**config.mk**
```make
export PLATFORM = sky130hd
export DESIGN_NAME = fp_normalizer_flat
export DESIGN_NICKNAME = d
export VERILOG_FILES = /design/src/rtl/fp_normalizer_if.sv /design/src/rtl/fp_normalizer.sv /design/src/flat_wrapper.sv
export SDC_FILE = /design/constraint.sdc
export NUM_CORES = 1
export LEC_CHECK = 0
export CORE_MARGIN = 2
export CORE_UTILIZATION = 55
export DETAILED_ROUTE_END_ITERATION = 10
export PLACE_DENSITY = 0.83
export SLEW_MARGIN = 25
export SYNTH_ARGS = -nofsm -noshare
export SYNTH_HDL_FRONTEND = slang
export SYNTH_SLANG_ARGS = --single-unit
```
**constraint.sdc**
```tcl
create_clock -name clk -period 6.2 [get_ports clk]
set_input_delay 1.24 -clock clk [delete_from_list [all_inputs] [get_ports clk]]
set_output_delay 1.24 -clock clk [all_outputs]
set_load 0.005 [all_outputs]
```
**src/rtl/fp_normalizer_if.sv**
```systemverilog
// rtl/fp_normalizer_if.sv - handshake bundle between mantissa adder, normalizer and result register
interface fp_normalizer_if;
    logic        in_valid;
    logic        in_ready;
    logic        in_sign;
    logic [7:0]  in_exponent;
    logic [32:0] in_sum;
    logic        in_sticky;
    logic        in_bypass;
    logic [31:0] in_bypass_result;
    logic        out_valid;
    logic        out_ready;
    logic [31:0] out_result;
    logic        out_overflow;
    logic        out_underflow;
    logic        out_inexact;

    modport master (
        output in_valid, in_sign, in_exponent, in_sum, in_sticky, in_bypass, in_bypass_result,
        output out_ready,
        input  in_ready, out_valid, out_result, out_overflow, out_underflow, out_inexact
    );

    modport slave (
        input  in_valid, in_sign, in_exponent, in_sum, in_sticky, in_bypass, in_bypass_result,
        input  out_ready,
        output in_ready, out_valid, out_result, out_overflow, out_underflow, out_inexact
    );
endinterface

```
**src/rtl/fp_normalizer.sv**
```systemverilog
// rtl/fp_normalizer.sv - FP adder back end: iterative renormalize, round-to-nearest-even, pack
module fp_normalizer #(
    parameter bit FTZ       = 1'b0,
    parameter int MAX_SHIFT = 31
) (
    input  logic            clk,
    input  logic            reset,
    fp_normalizer_if.slave  bus
);
    localparam int CW = $clog2(MAX_SHIFT + 2);

    typedef enum logic [1:0] {S_IDLE, S_NORM, S_ROUND, S_DONE} state_t;

    state_t         state_q;
    logic           sgn_q;
    logic [8:0]     exp_q;
    logic [31:0]    mant_q;
    logic           stk_q;
    logic [CW-1:0]  cnt_q;
    logic           in_ready_q;
    logic           out_valid_q;
    logic [31:0]    result_q;
    logic           ovf_q;
    logic           uf_q;
    logic           inx_q;

    logic [8:0]     exp_inc;
    logic           rnd_g;
    logic           rnd_r;
    logic           rnd_up;
    logic [24:0]    m24;
    logic [8:0]     exp_rnd;
    logic [31:0]    rnd_result;
    logic           rnd_ovf;
    logic           rnd_uf;
    logic           rnd_inx;

    assign exp_inc = {1'b0, bus.in_exponent} + 9'd1;

    // A carry out of the 24-bit significand bumps the exponent; a subnormal
    // that rounds up into the hidden position becomes the smallest normal.
    always_comb begin
        rnd_g   = mant_q[7];
        rnd_r   = (|mant_q[6:0]) | stk_q;
        rnd_up  = rnd_g & (rnd_r | mant_q[8]);
        m24     = {1'b0, mant_q[31:8]} + {24'd0, rnd_up};
        exp_rnd = exp_q;
        if (m24[24]) begin
            exp_rnd = exp_q + 9'd1;
        end else if (exp_q == 9'd0 && m24[23]) begin
            exp_rnd = 9'd1;
        end
        rnd_inx    = rnd_g | rnd_r;
        rnd_ovf    = 1'b0;
        rnd_uf     = 1'b0;
        rnd_result = {sgn_q, exp_rnd[7:0], (m24[24] ? 23'd0 : m24[22:0])};
        if (exp_rnd >= 9'd255) begin
            rnd_result = {sgn_q, 8'hFF, 23'd0};
            rnd_ovf    = 1'b1;
        end else if (exp_rnd == 9'd0) begin
            rnd_uf = rnd_inx;
            if (FTZ) begin
                rnd_result = {sgn_q, 31'd0};
                rnd_uf     = 1'b1;
            end
        end
    end

    always_ff @(posedge clk) begin
        if (reset) begin
            state_q     <= S_IDLE;
            sgn_q       <= 1'b0;
            exp_q       <= 9'd0;
            mant_q      <= 32'd0;
            stk_q       <= 1'b0;
            cnt_q       <= '0;
            in_ready_q  <= 1'b1;
            out_valid_q <= 1'b0;
            result_q    <= 32'd0;
            ovf_q       <= 1'b0;
            uf_q        <= 1'b0;
            inx_q       <= 1'b0;
        end else begin
            case (state_q)
                S_IDLE: begin
                    if (bus.in_valid && in_ready_q) begin
                        in_ready_q <= 1'b0;
                        sgn_q      <= bus.in_sign;
                        cnt_q      <= '0;
                        ovf_q      <= 1'b0;
                        uf_q       <= 1'b0;
                        inx_q      <= 1'b0;
                        if (bus.in_bypass) begin
                            result_q    <= bus.in_bypass_result;
                            out_valid_q <= 1'b1;
                            state_q     <= S_DONE;
                        end else if (bus.in_sum == 33'd0 && !bus.in_sticky) begin
                            result_q    <= 32'd0;
                            out_valid_q <= 1'b1;
                            state_q     <= S_DONE;
                        end else if (bus.in_sum[32]) begin
                            mant_q <= bus.in_sum[32:1];
                            stk_q  <= bus.in_sticky | bus.in_sum[0];
                            exp_q  <= exp_inc;
                            if (exp_inc >= 9'd255) begin
                                result_q    <= {bus.in_sign, 8'hFF, 23'd0};
                                ovf_q       <= 1'b1;
                                inx_q       <= 1'b1;
                                out_valid_q <= 1'b1;
                                state_q     <= S_DONE;
                            end else begin
                                state_q <= S_NORM;
                            end
                        end else begin
                            mant_q  <= bus.in_sum[31:0];
                            stk_q   <= bus.in_sticky;
                            exp_q   <= {1'b0, bus.in_exponent};
                            state_q <= S_NORM;
                        end
                    end
                end
                S_NORM: begin
                    // Stopping at exponent 1 keeps the 9-bit exponent from wrapping.
                    if (mant_q[31]) begin
                        state_q <= S_ROUND;
                    end else if (exp_q <= 9'd1) begin
                        exp_q   <= 9'd0;
                        state_q <= S_ROUND;
                    end else if (cnt_q == CW'(MAX_SHIFT)) begin
                        state_q <= S_ROUND;
                    end else begin
                        mant_q <= {mant_q[30:0], 1'b0};
                        exp_q  <= exp_q - 9'd1;
                        cnt_q  <= cnt_q + CW'(1);
                    end
                end
                S_ROUND: begin
                    result_q    <= rnd_result;
                    ovf_q       <= rnd_ovf;
                    uf_q        <= rnd_uf;
                    inx_q       <= rnd_inx;
                    out_valid_q <= 1'b1;
                    state_q     <= S_DONE;
                end
                S_DONE: begin
                    if (bus.out_ready) begin
                        out_valid_q <= 1'b0;
                        in_ready_q  <= 1'b1;
                        state_q     <= S_IDLE;
                    end
                end
                default: state_q <= S_IDLE;
            endcase
        end
    end

    assign bus.in_ready      = in_ready_q;
    assign bus.out_valid     = out_valid_q;
    assign bus.out_result    = result_q;
    assign bus.out_overflow  = ovf_q;
    assign bus.out_underflow = uf_q;
    assign bus.out_inexact   = inx_q;
endmodule

```
**src/flat_wrapper.sv**
```systemverilog
// flat-port wrapper written by rule: the top's interface ports become plain ports
module fp_normalizer_flat 
#(
    parameter bit FTZ       = 1'b0,
    parameter int MAX_SHIFT = 31
)
  (clk, reset, bus_in_valid, bus_in_sign, bus_in_exponent, bus_in_sum, bus_in_sticky, bus_in_bypass, bus_in_bypass_result, bus_out_ready, bus_in_ready, bus_out_valid, bus_out_result, bus_out_overflow, bus_out_underflow, bus_out_inexact);
  fp_normalizer_if bus_i ();
  input  logic clk;
  input  logic reset;
  input wire logic [$bits(bus_i.in_valid)-1:0] bus_in_valid;
  input wire logic [$bits(bus_i.in_sign)-1:0] bus_in_sign;
  input wire logic [$bits(bus_i.in_exponent)-1:0] bus_in_exponent;
  input wire logic [$bits(bus_i.in_sum)-1:0] bus_in_sum;
  input wire logic [$bits(bus_i.in_sticky)-1:0] bus_in_sticky;
  input wire logic [$bits(bus_i.in_bypass)-1:0] bus_in_bypass;
  input wire logic [$bits(bus_i.in_bypass_result)-1:0] bus_in_bypass_result;
  input wire logic [$bits(bus_i.out_ready)-1:0] bus_out_ready;
  output wire logic [$bits(bus_i.in_ready)-1:0] bus_in_ready;
  output wire logic [$bits(bus_i.out_valid)-1:0] bus_out_valid;
  output wire logic [$bits(bus_i.out_result)-1:0] bus_out_result;
  output wire logic [$bits(bus_i.out_overflow)-1:0] bus_out_overflow;
  output wire logic [$bits(bus_i.out_underflow)-1:0] bus_out_underflow;
  output wire logic [$bits(bus_i.out_inexact)-1:0] bus_out_inexact;
  assign bus_i.in_valid = bus_in_valid;
  assign bus_i.in_sign = bus_in_sign;
  assign bus_i.in_exponent = bus_in_exponent;
  assign bus_i.in_sum = bus_in_sum;
  assign bus_i.in_sticky = bus_in_sticky;
  assign bus_i.in_bypass = bus_in_bypass;
  assign bus_i.in_bypass_result = bus_in_bypass_result;
  assign bus_i.out_ready = bus_out_ready;
  assign bus_in_ready = bus_i.in_ready;
  assign bus_out_valid = bus_i.out_valid;
  assign bus_out_result = bus_i.out_result;
  assign bus_out_overflow = bus_i.out_overflow;
  assign bus_out_underflow = bus_i.out_underflow;
  assign bus_out_inexact = bus_i.out_inexact;
  fp_normalizer #(.FTZ(FTZ), .MAX_SHIFT(MAX_SHIFT)) u_core (.clk(clk), .reset(reset), .bus(bus_i));
endmodule
```
Word level (Yosys, flattened, before mapping) --
Cells that the tools add are included.
Word-level totals: output and inout port bits 37, flip-flop bits (word level) 88, bits of input ports 80, logic and storage cells 130
Cells by class: bitwise logic cells 7, muxes and demuxes 63, add/sub/neg operators 5, $lt $le $gt $ge 3, reduce and logical (&&, ||, !) cells 24, eq/ne operators 15
Operators with widths (count):
- two-way mux 32 bit | 12
- one-hot mux 32 bit (2 select lines) | 2
- two-way mux 9 bit | 9
- logical NOT 33 bit | 1
- two-way mux 31 bit | 1
- adder 24 x 1 -> 25 bit | 1
- two-way mux 6 bit | 4
- two-way mux 23 bit | 1
- greater-or-equal comparator 9 x 8 -> 1 bit (second input constant) | 2
- logical NOT 9 bit | 2
- two-way mux 2 bit | 9
- one-hot mux 9 bit (2 select lines) | 1
- two-way mux 1 bit | 17
- != test 2 bit (second input constant) | 6
- one-hot mux 6 bit (2 select lines) | 1
- AND reduction 4 bit | 3
- AND reduction 5 bit | 2
- adder 8 x 1 -> 9 bit (second input constant) | 1
- adder 9 x 1 -> 9 bit (second input constant) | 1
- less-or-equal comparator 9 x 1 -> 1 bit (second input constant) | 1
- subtractor 9 x 1 -> 9 bit (second input constant) | 1
- one-hot mux 1 bit (2 select lines) | 4
- one-hot mux 2 bit (4 select lines) | 1
- AND reduction 7 bit | 1
- other kinds (22) | 33

Logic depth before layout (Yosys ltp) --
Gate-level depths: netlist of the first run.
depth after elaboration 12, depth in mapped cells 11, mapped depth without buffers 9

Worst setup path before layout of the first run --
OpenSTA, ideal clock, no wires.
path type input -> register, from input bus_in_sum[32], to register u_core.mant_q[18], path slack 2.982 ns, path buffers 4, data arrival time 3.074 ns, setup time 0.145 ns, stages on the path 11, path through buf_2 -> or4_1 -> nor3_2 -> a311oi_1 -> a21o_1 -> buf_2 -> and2_1 -> buf_6 -> buf_2 -> nor2_1 -> a211oi_2
Between the ends: longest elaborated chain between the ends 5
Ends and longest elaborated chain:
- start: declaration | line flat_wrapper.sv:14 | input wire logic [$bits(bus_i.in_sum)-1:0] bus_in_sum;
- parallel branches: the longest is 5 deep, another holds logical NOT 33 bit
- end signal: assignment | line fp_normalizer.sv:102 | mant_q <= bus.in_sum[32:1];
- end signal: assignment | line fp_normalizer.sv:115 | mant_q <= bus.in_sum[31:0];
- end signal: assignment | line fp_normalizer.sv:132 | mant_q <= {mant_q[30:0], 1'b0};
- end: declaration | line fp_normalizer.sv:17 | logic [31:0] mant_q;
Several ways; the timed one is not identified. The select of a mux whose other input is x is not followed. A chain may end at the register's enable or synchronous reset.

Final worst setup path of the first run --
from input bus_in_exponent[0], to register u_core.result_q[29], in the netlist u_core.bus.out_result[29]
Between the ends: longest elaborated chain between the ends 4
Ends and longest elaborated chain:
- start: declaration | line flat_wrapper.sv:13 | input wire logic [$bits(bus_i.in_exponent)-1:0] bus_in_exponent;
- adder 8 x 1 -> 9 bit | line fp_normalizer.sv:38 | assign exp_inc = {1'b0, bus.in_exponent} + 9'd1;
- greater-or-equal comparator 9 x 8 -> 1 bit | line fp_normalizer.sv:105 | if (exp_inc >= 9'd255) begin
- != test 4 x 2 -> 1 bit (no line)
- AND reduction 4 bit (no line)
- end signal: assignment | line fp_normalizer.sv:94 | result_q <= bus.in_bypass_result;
- end signal: assignment | line fp_normalizer.sv:106 | result_q <= {bus.in_sign, 8'hFF, 23'd0};
- end signal: assignment | line fp_normalizer.sv:138 | result_q <= rnd_result;
- end: declaration | line fp_normalizer.sv:22 | logic [31:0] result_q;
No other way between the ends.

==> results of run 1 <==
## cell usage after synthesis, drive strengths merged, types with 3 or more instances
cell type and count:
nor2 129, dfxtp 88, a21oi 80, nand2 46, o21ai 44, a211oi 43, clkbuf 35, mux2i 34
buf 30, nand3 24, nand4 23, o211ai 20, xnor2 20, xor2 20, nor4 18, inv 17
nor3 16, and2 15, ha 12, a22oi 10, a31oi 9, and3 8, and4 7, or3 6
nand2b 4, nor2b 4, o2111a 4, or2 4, or4 4, o311ai 3, o32ai 3
## cell type report
class	instances	area share [%]
clock buffers	11	3.26
clock inverters	5	1.11
inverters	18	0.889
multi-input cells	642	54.1
flip-flops and latches	88	22.8
well taps	143	2.31
repair buffers	123	15.5
## per-layer routing
metal	vias to the layer above	global-route usage [%]	wire length (µm)
li1	3113	-	-
met1	3018	40.3	8520
met2	300	47.0	8550
met3	38	5.28	1390
met4	0	10.9	445
met5	-	0	0
## cells by family after synthesis
logic type,synth area share [%]
adder cells (fa/ha/maj),2.37
AND/OR/NAND/NOR,25.1
flip-flops,27.8
XOR/XNOR,5.64
buffers and inverters,6.31
multiplexers,5.72
AO/OA/AOI/OAI,27.1
## per-stage QoR
stage | setup slack, ns | hold WS, ns | util, % | total power [mW]
floorplan | 2.98 | 0.436 | - | 2.01
global placement | 1.67 | 0.446 | 65.4 | 2.41
detailed placement | 1.55 | 0.450 | 65.4 | 2.47
CTS | 1.90 | 0.460 | 68.4 | 3.10
global route | 1.59 | 0.495 | 68.4 | 3.32
finish | 1.81 | 0.460 | 68.4 | 3.13
## worst paths after layout
| path | startpoint | endpoint | slack, ns |
|---|---|---|---|
| worst max register to register | u_core.state_q[0] | u_core.mant_q[19] | 2.79 |
| worst max-delay path | bus_in_exponent[0] | u_core.bus.out_result[29] | 1.81 |
| worst min register to register | u_core.sgn_q | u_core.sgn_q | 0.46 |
| worst min-delay path | u_core.sgn_q | u_core.sgn_q | 0.46 |
## flip-flops by register name, summed over array words and instances, names as in the netlist
register,count
u_core.bus.out_inexact,1
u_core.bus.out_valid,1
u_core.state_q,2
u_core.bus.in_ready,1
u_core.bus.out_overflow,1
u_core.bus.out_result,32
u_core.mant_q,32
u_core.sgn_q,1
u_core.exp_q,9
u_core.stk_q,1
u_core.cnt_q,6
u_core.bus.out_underflow,1
## critical path, cell delays in order
cell and delay, ns:
clkdlybuf4s50_1 0.58, inv_1 0.07, ha_1 0.31, o21bai_1 0.16, nor4b_1 0.25, nor3_1 0.11, o311ai_1 0.64, nand2_1 0.64
a2111oi_0 0.48, a21oi_1 0.13
## where the power goes
group	internal (mW)	switching [mW]	total (mW)
clock	0.378	0.248	0.626
sequential	0.766	0.268	1.03
combinational	0.644	0.827	1.47
==> results.cfg, run 1 <==
[hold_path]
hp-class = flip-flop to flip-flop
min_path_cells = 2

[drt]
dr.pass1.iters = 5
ant_nets = 0
drtIter0Drc = 575
wl_per_cell_um = 18.3
drt-total-wl_um = 18900
vias = 6469
post-route-drc-count = 0
vias_per_cell = 6.28

[sta]
setup_viol = 0
hold_viol = 0
clock_skew_ns = 0.00915
tightest_slew_ns = 0.888
max_slew_margin_pct = 40.3
rsz0062_at_grt = false
tns_ns = 0
slew_violations = 0
max_clock_freq_mhz = 228
timing.final.crit_share_pct = 70.9
finalCriticalPeriod_ns = 4.39

[synth]
synth-warning-count = 0
synth.top_cell.area_share_pct = 27.8
synth_ff_type = dfxtp_1
post-synth-top-area-cell = dfxtp_1
synthesis.nets = 905
yosysUniqueCellTypes = 74
syn_avg_cell_area_um2 = 7.81
syn-cell-area_um2 = 6350
syn_inst = 813
synthArstFlopShare_pct = 0
ys_ff_latch = 88
synth_edf_count = 0
yosysSeqAreaShare_pct = 27.8
synth.top_cells.by_area = dfxtp_1, nor2_1, a211oi_2

[final_layout]
drive_gt1_share_pct = 10.1
syn_to_final_growth_pct = 22.0
final-seq-area_um2 = 1760
fin_cells = 1030
final_area_um2 = 7740
multiInputGateArea_um2 = 4190
diodes = 0
final_cell_mix = nor2_1, clkdlybuf4s50_1, dfxtp_1
nets = 974
fillers = 945
final_common_cell = nor2_1

[setup_path]
crit_required_ns = 6.42
end_kind = flip-flop
critPathKind = input port to flip-flop
start_kind = input port
cp_max_fo = 23
cp.arrival_ns = 4.62
r2r_cells = 9

[clock_network]
cts_made_buffers = 9
clkSlewWorstSetupHoldPaths_ns = 0.07
cts_root_buf = clkbuf_16
clock_sinks = 88
cts_max_level = 3
cts-hold-fix-buffers = 0
clk_latency_ns = 0.36
cts_buffer_depth = 2
cts_resized = 0
cts_tree = done
post_cts_buffers = 0

[floorplan]
core_um2 = 11300
fp.dieH_um = 111
io-pin-count = 117
die_w_um = 111
row_count = 39
initial_utilization_pct = 56.1
fp.dieArea_um2 = 12400

[run]
cap_violations = 0

[grt]
grt_usage_pct = 29.5
grt_max_degree = 52
grt_pass1_vias = 5991
grt_pass1_wl_um = 30200
grt-ovfl-total = 0
antenna_found_initial = 0

[place]
io_buffers = 116
dpl_cell_area_um2 = 7400
place_inst = 1014
dp_hpwl_um = 13700
gp_congestion = 0.959

[power_and_ir_drop]
p_leak_nw = 2.78
power_density_nw_per_um2 = 404
ir_drop_uv = 287

[status]
status = completed
Power figures use the tool's default switching activity.
==> inputs of run 2 (changes only) <==
--- a/config.mk
+++ b/config.mk
@@ -6,9 +6,9 @@
 export NUM_CORES = 1
 export LEC_CHECK = 0
 export CORE_MARGIN = 2
-export CORE_UTILIZATION = 55
+export CORE_UTILIZATION = 54
 export DETAILED_ROUTE_END_ITERATION = 10
-export PLACE_DENSITY = 0.83
+export PLACE_DENSITY = 0.82
 export SLEW_MARGIN = 25
 export SYNTH_ARGS = -nofsm -noshare
 export SYNTH_HDL_FRONTEND = slang
==> constraint.sdc (replaced) <==
create_clock -name clk -period 4.3 [get_ports clk]
set_input_delay 0.86 -clock clk [delete_from_list [all_inputs] [get_ports clk]]
set_output_delay 0.86 -clock clk [all_outputs]
set_load 0.005 [all_outputs]
==> results.cfg, run 2 (synthesis results as in run 1) <==
[drt]
vias = 6460
wl_per_cell_um = 18.2
drtIter0Drc = 726
vias_per_cell = 6.25
ant_nets = 0
dr.pass1.iters = 5
post-route-drc-count = 0
drt-total-wl_um = 18800

[power_and_ir_drop]
power_density_nw_per_um2 = 569
p_switching_mw = 1.92
ir_drop_uv = 352
clockPowerShare_pct = 17.7
comb_power_share_pct = 48.4
p_leak_nw = 2.78
seqPwrFrac_pct = 33.9
swShare_pct = 43.7
internal_power_mw = 2.47
finalPower_mw = 4.40

[final_layout]
final_area_um2 = 7730
diodes = 0
drive_gt1_share_pct = 10.4
nets = 977
utilization_pct = 67.4
final_cell_mix = nor2_1, clkdlybuf4s50_1, dfxtp_1
syn_to_final_growth_pct = 21.8
final_common_cell = nor2_1

[place]
post-place-ws_ns = 0.361
dpl_cell_area_um2 = 7440
gp_congestion = 0.922
io_buffers = 116
dp_hpwl_um = 13900

[grt]
antenna_found_initial = 0
grt_max_degree = 62
grt_pass1_vias = 6095
grt_pass1_wl_um = 30400
grt-ovfl-total = 0
grt_usage_pct = 29.4

[clock_network]
cts_tree = done
clk_latency_ns = 0.35
post_cts_buffers = 0
clock_sinks = 88
cts_buffer_depth = 2
cts_made_buffers = 9
cts-hold-fix-buffers = 0
cts_resized = 0
cts_max_level = 3
clkSlewWorstSetupHoldPaths_ns = 0.06
cts_root_buf = clkbuf_16

[setup_path]
crit_required_ns = 4.57
start_kind = input port
critPathKind = input port to flip-flop
cp.arrival_ns = 3.89
cp_max_fo = 37
end_kind = flip-flop

[sta]
fin_ws_ns = 0.680
setup_viol = 0
slew_violations = 0
tns_ns = 0
hold_viol = 0
max_clock_freq_mhz = 276
timing.final.crit_share_pct = 84.2
max_slew_margin_pct = 47.9
finalCriticalPeriod_ns = 3.62
clock_skew_ns = 0.00840
rsz0062_at_grt = false
tightest_slew_ns = 0.775

[floorplan]
initial_utilization_pct = 55.4
row_count = 39
fp.dieArea_um2 = 12600
io-pin-count = 117
die_w_um = 112
fp.dieH_um = 112
core_um2 = 11500

[hold_path]
hp-class = flip-flop to flip-flop

[status]
status = completed

[run]
cap_violations = 0
-- run 2: area by class of cell --
type | instances | area (µm²)
Timing Repair Buffer | 126 | 1240
Sequential cell | 88 | 1760
Inverter | 18 | 68.8
Tap cell | 143 | 179
Clock inverter | 5 | 38.8
Multi-Input combinational cell | 642 | 4190
Clock buffer | 11 | 253
Fill cell | 975 | 3740
-- run 2: worst max-delay path: stages --
cell,delay (ns)
clkdlybuf4s50_1,0.59
inv_1,0.08
ha_1,0.32
o21bai_1,0.17
nor4b_1,0.25
nor3_1,0.10
o311ai_1,0.61
and2_1,0.22
buf_4,0.34
o21ai_0,0.15
a31oi_1,0.20
-- run 2: metal layers --
metal  GRT usage [%]  part of all wire (%)  vias up
li1                -                     -     3115
met3            5.72                   6.9       25
met1            39.6                    45     3039
met5               0                     0        -
met2            48.0                    47      281
met4            8.70                   1.7        0
-- run 2: metrics by stage --
stage	cells	hold slack (ns)
CTS	1033	0.469
detailed placement	1017	0.460
floorplan	813	0.436
global route	1033	0.495
finish	1033	0.469
global placement	1017	0.453
-- run 2: power by group through the flow --
stage / logic, mW / registers [mW] / clock network (mW)
6_report: 2.13 / 1.49 / 0.777
5_1_grt: 2.34 / 1.54 / 0.809
4_1_cts: 2.11 / 1.48 / 0.773
3_5_place_dp: 2.10 / 1.49 / 0
3_3_place_gp: 2.02 / 1.47 / 0
2_1_floorplan: 1.59 / 1.32 / 0
-- run 2: final timing paths --
kind                      start                        end  slack, ns  depth (start not counted)
max reg2reg    u_core.mant_q[7]  u_core.bus.out_result[14]       1.35                          9
min                u_core.sgn_q               u_core.sgn_q       0.47                          2
min reg2reg        u_core.sgn_q               u_core.sgn_q       0.47                          2
max          bus_in_exponent[0]  u_core.bus.out_result[26]       0.68                         11
==> inputs of run 3 (changes only) <==
--- a/config.mk
+++ b/config.mk
@@ -6,9 +6,9 @@
 export NUM_CORES = 1
 export LEC_CHECK = 0
 export CORE_MARGIN = 2
-export CORE_UTILIZATION = 54
+export CORE_UTILIZATION = 48
 export DETAILED_ROUTE_END_ITERATION = 10
-export PLACE_DENSITY = 0.82
+export PLACE_DENSITY = 0.77
 export SLEW_MARGIN = 25
 export SYNTH_ARGS = -nofsm -noshare
 export SYNTH_HDL_FRONTEND = slang
==> constraint.sdc (replaced) <==
create_clock -name clk -period 3.15 [get_ports clk]
set_input_delay 0.63 -clock clk [delete_from_list [all_inputs] [get_ports clk]]
set_output_delay 0.63 -clock clk [all_outputs]
set_load 0.005 [all_outputs]
==> results.cfg, run 3 (synthesis results as in run 1) <==
[final_layout]
final_common_cell = nor2_1
drive_gt1_share_pct = 12.8
syn_to_final_growth_pct = 25.8
nets = 1002
final_cell_mix = nor2_1, clkdlybuf4s50_1, dfxtp_1
fin_cells = 1091
diodes = 0
final_area_um2 = 7990

[clock_network]
cts_resized = 0
cts_made_buffers = 9
cts-hold-fix-buffers = 0
post_cts_buffers = 0
cts_max_level = 3
clk_latency_ns = 0.35
cts_root_buf = clkbuf_16
clkSlewWorstSetupHoldPaths_ns = 0.06
cts_buffer_depth = 2
cts_tree = done
clock_sinks = 88

[sta]
clock_skew_ns = 0.0111
tightest_slew_ns = 0.853
setup_viol = 0
fin_worst_hold_slack_ns = 0.460
max_clock_freq_mhz = 342
slew_violations = 0
tns_ns = 0
hold_viol = 0
finalCriticalPeriod_ns = 2.92
max_slew_margin_pct = 43.1
rsz0062_at_grt = false
timing.final.crit_share_pct = 92.8

[place]
dp_hpwl_um = 13600
io_buffers = 116
dpl_cell_area_um2 = 7710
place_inst = 1075
gp_congestion = 0.961

[drt]
dr.pass1.iters = 5
vias = 6440
drtIter0Drc = 567
ant_nets = 0
post-route-drc-count = 0
wl_per_cell_um = 16.7
vias_per_cell = 5.90
drt-total-wl_um = 18200

[setup_path]
end_kind = flip-flop
crit_required_ns = 3.38
cp.arrival_ns = 3.16
start_kind = input port
critPathKind = input port to flip-flop
cp_max_fo = 17

[grt]
grt_max_degree = 62
antenna_found_initial = 0
grt_pass1_vias = 5952
grt_usage_pct = 25.7
grt_pass1_wl_um = 29600
grt-ovfl-total = 0

[power_and_ir_drop]
p_leak_nw = 2.91
power_density_nw_per_um2 = 760
finalPower_mw = 6.07
ir_drop_uv = 497

[floorplan]
io-pin-count = 117
initial_utilization_pct = 48.5
fp.dieH_um = 119
fp.dieArea_um2 = 14200
core_um2 = 13100
die_w_um = 119
row_count = 42

[run]
cap_violations = 0

[hold_path]
hp-class = flip-flop to flip-flop

[status]
status = completed
## run 3: cell count changes in the layout (fill, tap and decap cells not counted), sizes merged
cell	delta
buf	+25
clkinv	-1
inv	+1
## run 3: worst paths after layout
check                                          startpoint                         to  slack [ns]  cells after the start
worst min register to register  u_core.bus.out_result[30]  u_core.bus.out_result[30]        0.46                      2
worst max register to register           u_core.mant_q[7]   u_core.bus.out_result[6]        0.29                      9
worst min-delay path            u_core.bus.out_result[30]  u_core.bus.out_result[30]        0.46                      2
worst max-delay path                   bus_in_exponent[0]  u_core.bus.out_result[11]        0.23                     13
## run 3: per-layer routing
layer	GRT usage, %	wire [µm]	vias up
met3	4.02	1200	34
met5	0	0	-
li1	-	-	3162
met2	41.3	8180	256
met1	34.5	8500	2988
met4	9.75	357	0
## run 3: critical path: stages
cell             delay (ns)
clkdlybuf4s50_1        0.47
inv_1                  0.05
ha_1                   0.30
o21bai_1               0.17
nor4b_1                0.28
nor3_1                 0.10
o311ai_1               0.30
buf_4                  0.20
nand2_1                0.05
buf_4                  0.18
buf_12                 0.14
o21ai_0                0.19
a21oi_1                0.08
## run 3: power by group
| part | total [mW] | switching, mW | internal, mW |
|---|---|---|---|
| sequential | 2.01 | 0.499 | 1.51 |
| clock | 1.02 | 0.457 | 0.562 |
| combinational | 3.05 | 1.64 | 1.40 |
| total | 6.07 | 2.60 | 3.47 |
## run 3: per-stage QoR
stage | util [%] | setup WS, ns
finish | 61.0 | 0.227
global route | 61.0 | 0.0192
CTS | 61.0 | 0.255
detailed placement | 58.9 | -0.0320
global placement | 58.9 | 0.0453
floorplan | - | 0.542
## run 3: layout make-up
cell class / count / area (µm²)
clock buffers: 11 / 243
inverters: 18 / 68.8
repair buffers: 151 / 1460
well taps: 176 / 220
fillers: 1160 / 5100
clock inverters: 5 / 38.8
flip-flops and latches: 88 / 1760
multi-input cells: 642 / 4190
